[src/rtl/npu_host_pkg.sv]
// Shared definitions for the NPU host driver: command opcodes and the
// NPU register/memory window address map used by command scripts.
package npu_host_pkg;

  typedef enum logic [1:0] {
    OP_WRITE = 2'd0,
    OP_READ  = 2'd1,
    OP_POLL  = 2'd2,
    OP_WAIT  = 2'd3
  } op_e;

  // Address map: sel in addr[14:12], idx in addr[11:0]
  localparam int SEL_LSB = 12;
  localparam int IDX_W   = 12;

  localparam logic [2:0] SEL_IMG   = 3'd1;
  localparam logic [2:0] SEL_WCONV = 3'd2;
  localparam logic [2:0] SEL_FC1W  = 3'd3;
  localparam logic [2:0] SEL_FC2W  = 3'd4;
  localparam logic [2:0] SEL_CTRL  = 3'd5;
  localparam logic [2:0] SEL_STAT  = 3'd7;

  // Status window offsets
  localparam logic [11:0] STAT_DONE      = 12'd0;
  localparam logic [11:0] STAT_RESULT    = 12'd4;
  localparam logic [11:0] STAT_PIX_VALID = 12'd8;
  localparam logic [11:0] STAT_PIX       = 12'd12;
  localparam logic [11:0] STAT_FC1_VALID = 12'd16;
  localparam logic [11:0] STAT_FCN_DONE  = 12'd20;

  // Control register bit positions
  localparam int CTRL_TRIGGER    = 0;
  localparam int CTRL_SAVE_DONE  = 2;
  localparam int CTRL_NEXT_LAYER = 3;
  localparam int CTRL_START      = 4;
  localparam int CTRL_FC1_NEXT   = 5;

  // Build a 16-bit window address from a select and an index
  function automatic logic [15:0] mk_addr(input logic [2:0] sel, input logic [11:0] idx);
    return {1'b0, sel, idx};
  endfunction

endpackage

[src/rtl/npu_host_driver.sv]
// Command-stream initiator for the NPU single-port window. Turns
// WRITE/READ/POLL/WAIT commands into registered port cycles and returns
// read data as a one-cycle response pulse.
//
// state    | meaning
// IDLE     | ready for a command
// WR       | write cycle on the port
// RD_ISS   | read cycle on the port
// RD_CAP   | douta valid, captured into response register
// POLL_ISS | poll read cycle on the port
// POLL_CAP | compare douta against expected value under mask
// WAIT     | idle cycles counting down
// RSP      | response pulse
module npu_host_driver
  import npu_host_pkg::*;
#(
  parameter int ADDR_W = 16,
  parameter int DATA_W = 32,
  parameter int unsigned POLL_MAX = 4096
) (
  input  logic              clk,
  input  logic              rst,
  input  logic              cmd_valid,
  output logic              cmd_ready,
  input  logic [1:0]        cmd_op,
  input  logic [ADDR_W-1:0] cmd_addr,
  input  logic [DATA_W-1:0] cmd_data,
  input  logic [DATA_W-1:0] cmd_mask,
  output logic              rsp_valid,
  output logic [DATA_W-1:0] rsp_data,
  output logic              rsp_timeout,
  output logic              ena,
  output logic              wea,
  output logic [ADDR_W-1:0] addra,
  output logic [DATA_W-1:0] dina,
  input  logic [DATA_W-1:0] douta,
  output logic              busy
);

  typedef enum logic [2:0] {
    S_IDLE, S_WR, S_RD_ISS, S_RD_CAP, S_POLL_ISS, S_POLL_CAP, S_WAIT, S_RSP
  } state_e;

  localparam logic [16:0] POLL_LIM = 17'(POLL_MAX);

  state_e            r_state, w_next;
  logic [ADDR_W-1:0] r_addr;
  logic [DATA_W-1:0] r_data;
  logic [DATA_W-1:0] r_mask;
  logic [15:0]       r_cnt;
  logic              r_ena, r_wea, r_timeout;
  logic [ADDR_W-1:0] r_addra;
  logic [DATA_W-1:0] r_dina, r_rsp_data;
  logic              w_accept, w_match, w_poll_last, w_issue;

  assign w_accept    = cmd_valid && (r_state == S_IDLE);
  assign w_match     = ((douta ^ r_data) & r_mask) == '0;
  assign w_poll_last = ({1'b0, r_cnt} + 17'd1) == POLL_LIM;

  // State register
  always_ff @(posedge clk or posedge rst) begin
    if (rst) r_state <= S_IDLE;
    else     r_state <= w_next;
  end

  // Next-state decode; port cycles are issued based on the state being entered
  always_comb begin
    w_next  = r_state;
    w_issue = 1'b0;
    unique case (r_state)
      S_IDLE: begin
        if (w_accept) begin
          unique case (op_e'(cmd_op))
            OP_WRITE: w_next = S_WR;
            OP_READ:  w_next = S_RD_ISS;
            OP_POLL:  w_next = S_POLL_ISS;
            OP_WAIT:  w_next = S_WAIT;
          endcase
        end
      end
      S_WR:       w_next = S_IDLE;
      S_RD_ISS:   w_next = S_RD_CAP;
      S_RD_CAP:   w_next = S_RSP;
      S_POLL_ISS: w_next = S_POLL_CAP;
      S_POLL_CAP: begin
        if (w_match || w_poll_last) w_next = S_RSP;
        else                        w_next = S_POLL_ISS;
      end
      S_WAIT:     if (r_cnt == 16'd0) w_next = S_IDLE;
      S_RSP:      w_next = S_IDLE;
      default:    w_next = S_IDLE;
    endcase
    w_issue = (w_next == S_WR) || (w_next == S_RD_ISS) || (w_next == S_POLL_ISS);
  end

  // Latch the accepted command; one counter serves both poll count and wait count
  always_ff @(posedge clk or posedge rst) begin
    if (rst) begin
      r_addr <= '0;
      r_data <= '0;
      r_mask <= '0;
      r_cnt  <= '0;
    end else if (w_accept) begin
      r_addr <= cmd_addr;
      r_data <= cmd_data;
      r_mask <= cmd_mask;
      r_cnt  <= (op_e'(cmd_op) == OP_WAIT) ? cmd_data[15:0] : 16'd0;
    end else if (r_state == S_WAIT && r_cnt != 16'd0) begin
      r_cnt <= r_cnt - 16'd1;
    end else if (r_state == S_POLL_CAP && !w_match) begin
      r_cnt <= r_cnt + 16'd1;
    end
  end

  // Registered port drive; address and data hold while the port is idle
  always_ff @(posedge clk or posedge rst) begin
    if (rst) begin
      r_ena   <= 1'b0;
      r_wea   <= 1'b0;
      r_addra <= '0;
      r_dina  <= '0;
    end else begin
      r_ena <= w_issue;
      r_wea <= (w_next == S_WR);
      if (w_issue) r_addra <= w_accept ? cmd_addr : r_addr;
      if (w_next == S_WR) r_dina <= cmd_data;
    end
  end

  // Capture read data and timeout status one cycle after each read cycle
  always_ff @(posedge clk or posedge rst) begin
    if (rst) begin
      r_rsp_data <= '0;
      r_timeout  <= 1'b0;
    end else if (r_state == S_RD_CAP) begin
      r_rsp_data <= douta;
      r_timeout  <= 1'b0;
    end else if (r_state == S_POLL_CAP) begin
      r_rsp_data <= douta;
      r_timeout  <= !w_match;
    end
  end

  assign cmd_ready   = (r_state == S_IDLE);
  assign busy        = (r_state != S_IDLE);
  assign rsp_valid   = (r_state == S_RSP);
  assign rsp_timeout = (r_state == S_RSP) && r_timeout;
  assign rsp_data    = r_rsp_data;
  assign ena         = r_ena;
  assign wea         = r_wea;
  assign addra       = r_addra;
  assign dina        = r_dina;

endmodule
[config.mk]
export PLATFORM = sky130hd
export DESIGN_NAME = npu_host_driver
export DESIGN_NICKNAME = d
export VERILOG_FILES = /design/src/rtl/npu_host_pkg.sv /design/src/rtl/npu_host_driver.sv
export SDC_FILE = /design/constraint.sdc
export NUM_CORES = 1
export LEC_CHECK = 0
export ABC_AREA = 1
export CORE_ASPECT_RATIO = 1.25
export CORE_MARGIN = 3
export CORE_UTILIZATION = 30
export CTS_BUF_LIST = sky130_fd_sc_hd__clkbuf_8
export DETAILED_ROUTE_END_ITERATION = 10
export GPL_TIMING_DRIVEN = 0
export PLACE_DENSITY_LB_ADDON = 0.08
export SYNTH_ARGS = -nofsm -noshare
export SYNTH_HDL_FRONTEND = slang
export SYNTH_SLANG_ARGS = --single-unit
[constraint.sdc]
create_clock -name clk -period 9.37 [get_ports clk]
set_input_delay 1.4055 -clock clk [delete_from_list [all_inputs] [get_ports clk]]
set_output_delay 1.4055 -clock clk [all_outputs]
set_load 0.05 [all_outputs]
==> summary.txt <==
outcome: finished, final reports clean
FMAX: 269 MHz
number of enable flip-flop cells after synthesis: 0
FF+latch area: 4550 um2
starting density of the core: 0.309
drt pass-1 iters: 5
CP required: 7.96 ns
Tot GR Track Use: 0.192
die height: 196 um
top cell type's share of synthesized area: 0.527
gr busiest metal: met2
fin worst setup slack: 5.65 ns
Logic pwr share: 0.532
Yosys reg bits: 182
Synth area leader: dfrtp_1
Mapped Nets: 1223
routed vias/inst: 4.61
residual DRC count: 0
synthesized instance count: 1091
H-tree depth: 4
worst hold slack: 0.483 ns
die area: 30900 um2
pin slew with the least headroom to its limit: 0.867 ns
synth top area cells: dfrtp_1 (53%), nand2_1 (19%), o21ai_0 (4.3%)
postcts setup bufs: 0
final WL: 29000 um
post-cts resize count: 0
Post-synth top flop: dfrtp_1
CTS buffer count: 17
gpl congestion: 0.873
Final Cycle Share: 0.397
met3 usage: 0.0580
setup TNS: 0 ns
Row Count: 68
post-DP HPWL: 21800 um
count of cell types in the netlist: 36
Clock Tree Buf Depth: 2
Clock Latency Late Sink: 0.49 ns
met2 usage: 0.318
area occupied by multi-input gates: 3560 um2
endpoints failing hold: 0
# setup viols final: 0
IO Pins: 203
share of layout cells above drive strength 1: 0.0535
switching share of power: 0.488
P_int: 0.00215 W
clk root buf: clkbuf_8
RSZ-0062 raised after global routing: no
most frequent cell after synthesis: nand2_1
number of global-route vias before repair: 7934
Post-synth top cells: nand2_1 (441), dfrtp_1 (182), inv_1 (98)
drt wl/cell: 17.3 um
Synth Cell Area: 8650 um2
Max Slew Vio Count: 0
critical path arrival: 2.32 ns
IO Port Bufs: 202
launching element type of the critical path: flop
core area: 28000 um2
first-iteration detailed-routing DRC count: 517
sequential share of the synthesized area: 0.527
Post-CTS Hold Buffers: 0
Place WS: 5.31 ns
total grt overflow: 0
Setup CP Type: flop to output pin
# clock sinks: 182
CP max FO: 5
switching pwr: 0.00205 W
Peak VDD IR: 0.000170 V
synth warn: 0
Leak: 5.60 nW
HP Class: flop to flop
number of diodes: 0
Routed Antenna Nets: 0
minimum clock period: 3.72 ns
x dimension of the die: 158 um
first-pass GRT wire length: 45300 um
CTS tree: done
clock power share: 0.138
fill cell count: 2892
grt met1 use: 0.243
largest net degree at the start of global routing: 97
CP endpoint kind: output pin
Final Net Count: 1445
MaxCap Viol Count: 0
final setup skew: 0.0194 ns
Clock transition at path regs: 0.10 ns
slew margin rel.: 0.422
Area Growth Syn to Fin: 33.7%
asr flop ratio synth: 1.00
Power per Cell Area: 363 nW/um2
Seq pwr share: 0.330
initial antenna violation count: 2
via count: 7720
Avg Inst Size Synth: 7.93 um2
through the flow:
step           cells  cell area, um2  total power, W   util
4_1_cts         1676           11600         0.00425  0.413
2_1_floorplan   1091            8650         0.00286      -
3_3_place_gp    1643           11100         0.00363  0.397
5_1_grt         1676           11600         0.00453  0.413
3_5_place_dp    1644           11100         0.00365  0.398
6_report        1676           11600         0.00420  0.413
worst max-delay path, stage by stage, from the launching register on:
cell and delay [ns]:
dfrtp_1 0.42, inv_1 0.12, nor4_1 0.41, clkdlybuf4s50_1 0.89
cells by family after synthesis:
logic type / Yosys count / synth area share
adder cells (fa/ha/maj): 15 / 0.0226
XOR/XNOR: 6 / 0.00608
flip-flops: 182 / 0.527
buffers and inverters: 138 / 0.0619
multiplexers: 16 / 0.0208
AO/OA/AOI/OAI: 132 / 0.0802
AND/OR/NAND/NOR: 602 / 0.282
metal layers:
| layer | wire length (um) | vias up |
|---|---|---|
| met5 | 26 | - |
| met2 | 14100 | 184 |
| li1 | - | 3897 |
| met1 | 12400 | 3600 |
| met4 | 612 | 4 |
| met3 | 1770 | 35 |
final cells by class:
type / instances / share of cell area
repair buffers: 203 / 0.177
inverters: 100 / 0.0331
well taps: 350 / 0.0379
clock buffers: 17 / 0.0202
clock inverters: 15 / 0.0160
multi-input cells: 771 / 0.308
flip-flops and latches: 182 / 0.394
plain buffers: 38 / 0.0139
power groups by stage:
| stage | logic [W] | clock network [W] | registers (W) |
|---|---|---|---|
| floorplan | 0.000962 | 0 | 0.00190 |
| global placement | 0.00223 | 0 | 0.00140 |
| detailed placement | 0.00225 | 0 | 0.00140 |
| CTS | 0.00226 | 0.000603 | 0.00139 |
| global route | 0.00247 | 0.000630 | 0.00144 |
| finish | 0.00223 | 0.000580 | 0.00139 |
flip-flops by register name, indices dropped and copies added, names as in the netlist:
| signal | cells |
|---|---|
| addra | 16 |
| dina | 32 |
| ena | 1 |
| r_addr | 16 |
| r_cnt | 16 |
| r_data | 32 |
| r_mask | 32 |
| r_state | 3 |
| r_timeout | 1 |
| rsp_data | 32 |
| wea | 1 |
cells in the final DEF, fill, tap and decap left out, drive strengths merged, types with 14 or more instances in the layout:
cell type | synthesis | layout
o21ai | 77 | 77
nor2 | 72 | 72
nand3 | 60 | 60
ha | 14 | 14
nand2 | 444 | 444
a21oi | 39 | 39
buf | 13 | 14
dfrtp | 182 | 182
mux2 | 16 | 16
clkdlybuf4s50 | 0 | 202
inv | 100 | 107
clkbuf | 25 | 42
final timing paths:
| check | depth (start not counted) | end | startpoint | slack, ns |
|---|---|---|---|---|
| setup / recovery | 3 | rsp_timeout | r_state[0] | 5.65 |
| hold / removal | 2 | dina[7] | dina[7] | 0.48 |
| setup reg to reg | 17 | r_cnt[15] | r_cnt[0] | 5.79 |
| hold reg to reg | 2 | dina[7] | dina[7] | 0.48 |
| max in group asynchronous | 3 | rsp_data[18] | rst | 7.02 |
| min in group asynchronous | 2 | r_addr[7] | rst | 1.40 |
Power figures use the tool's default switching activity.
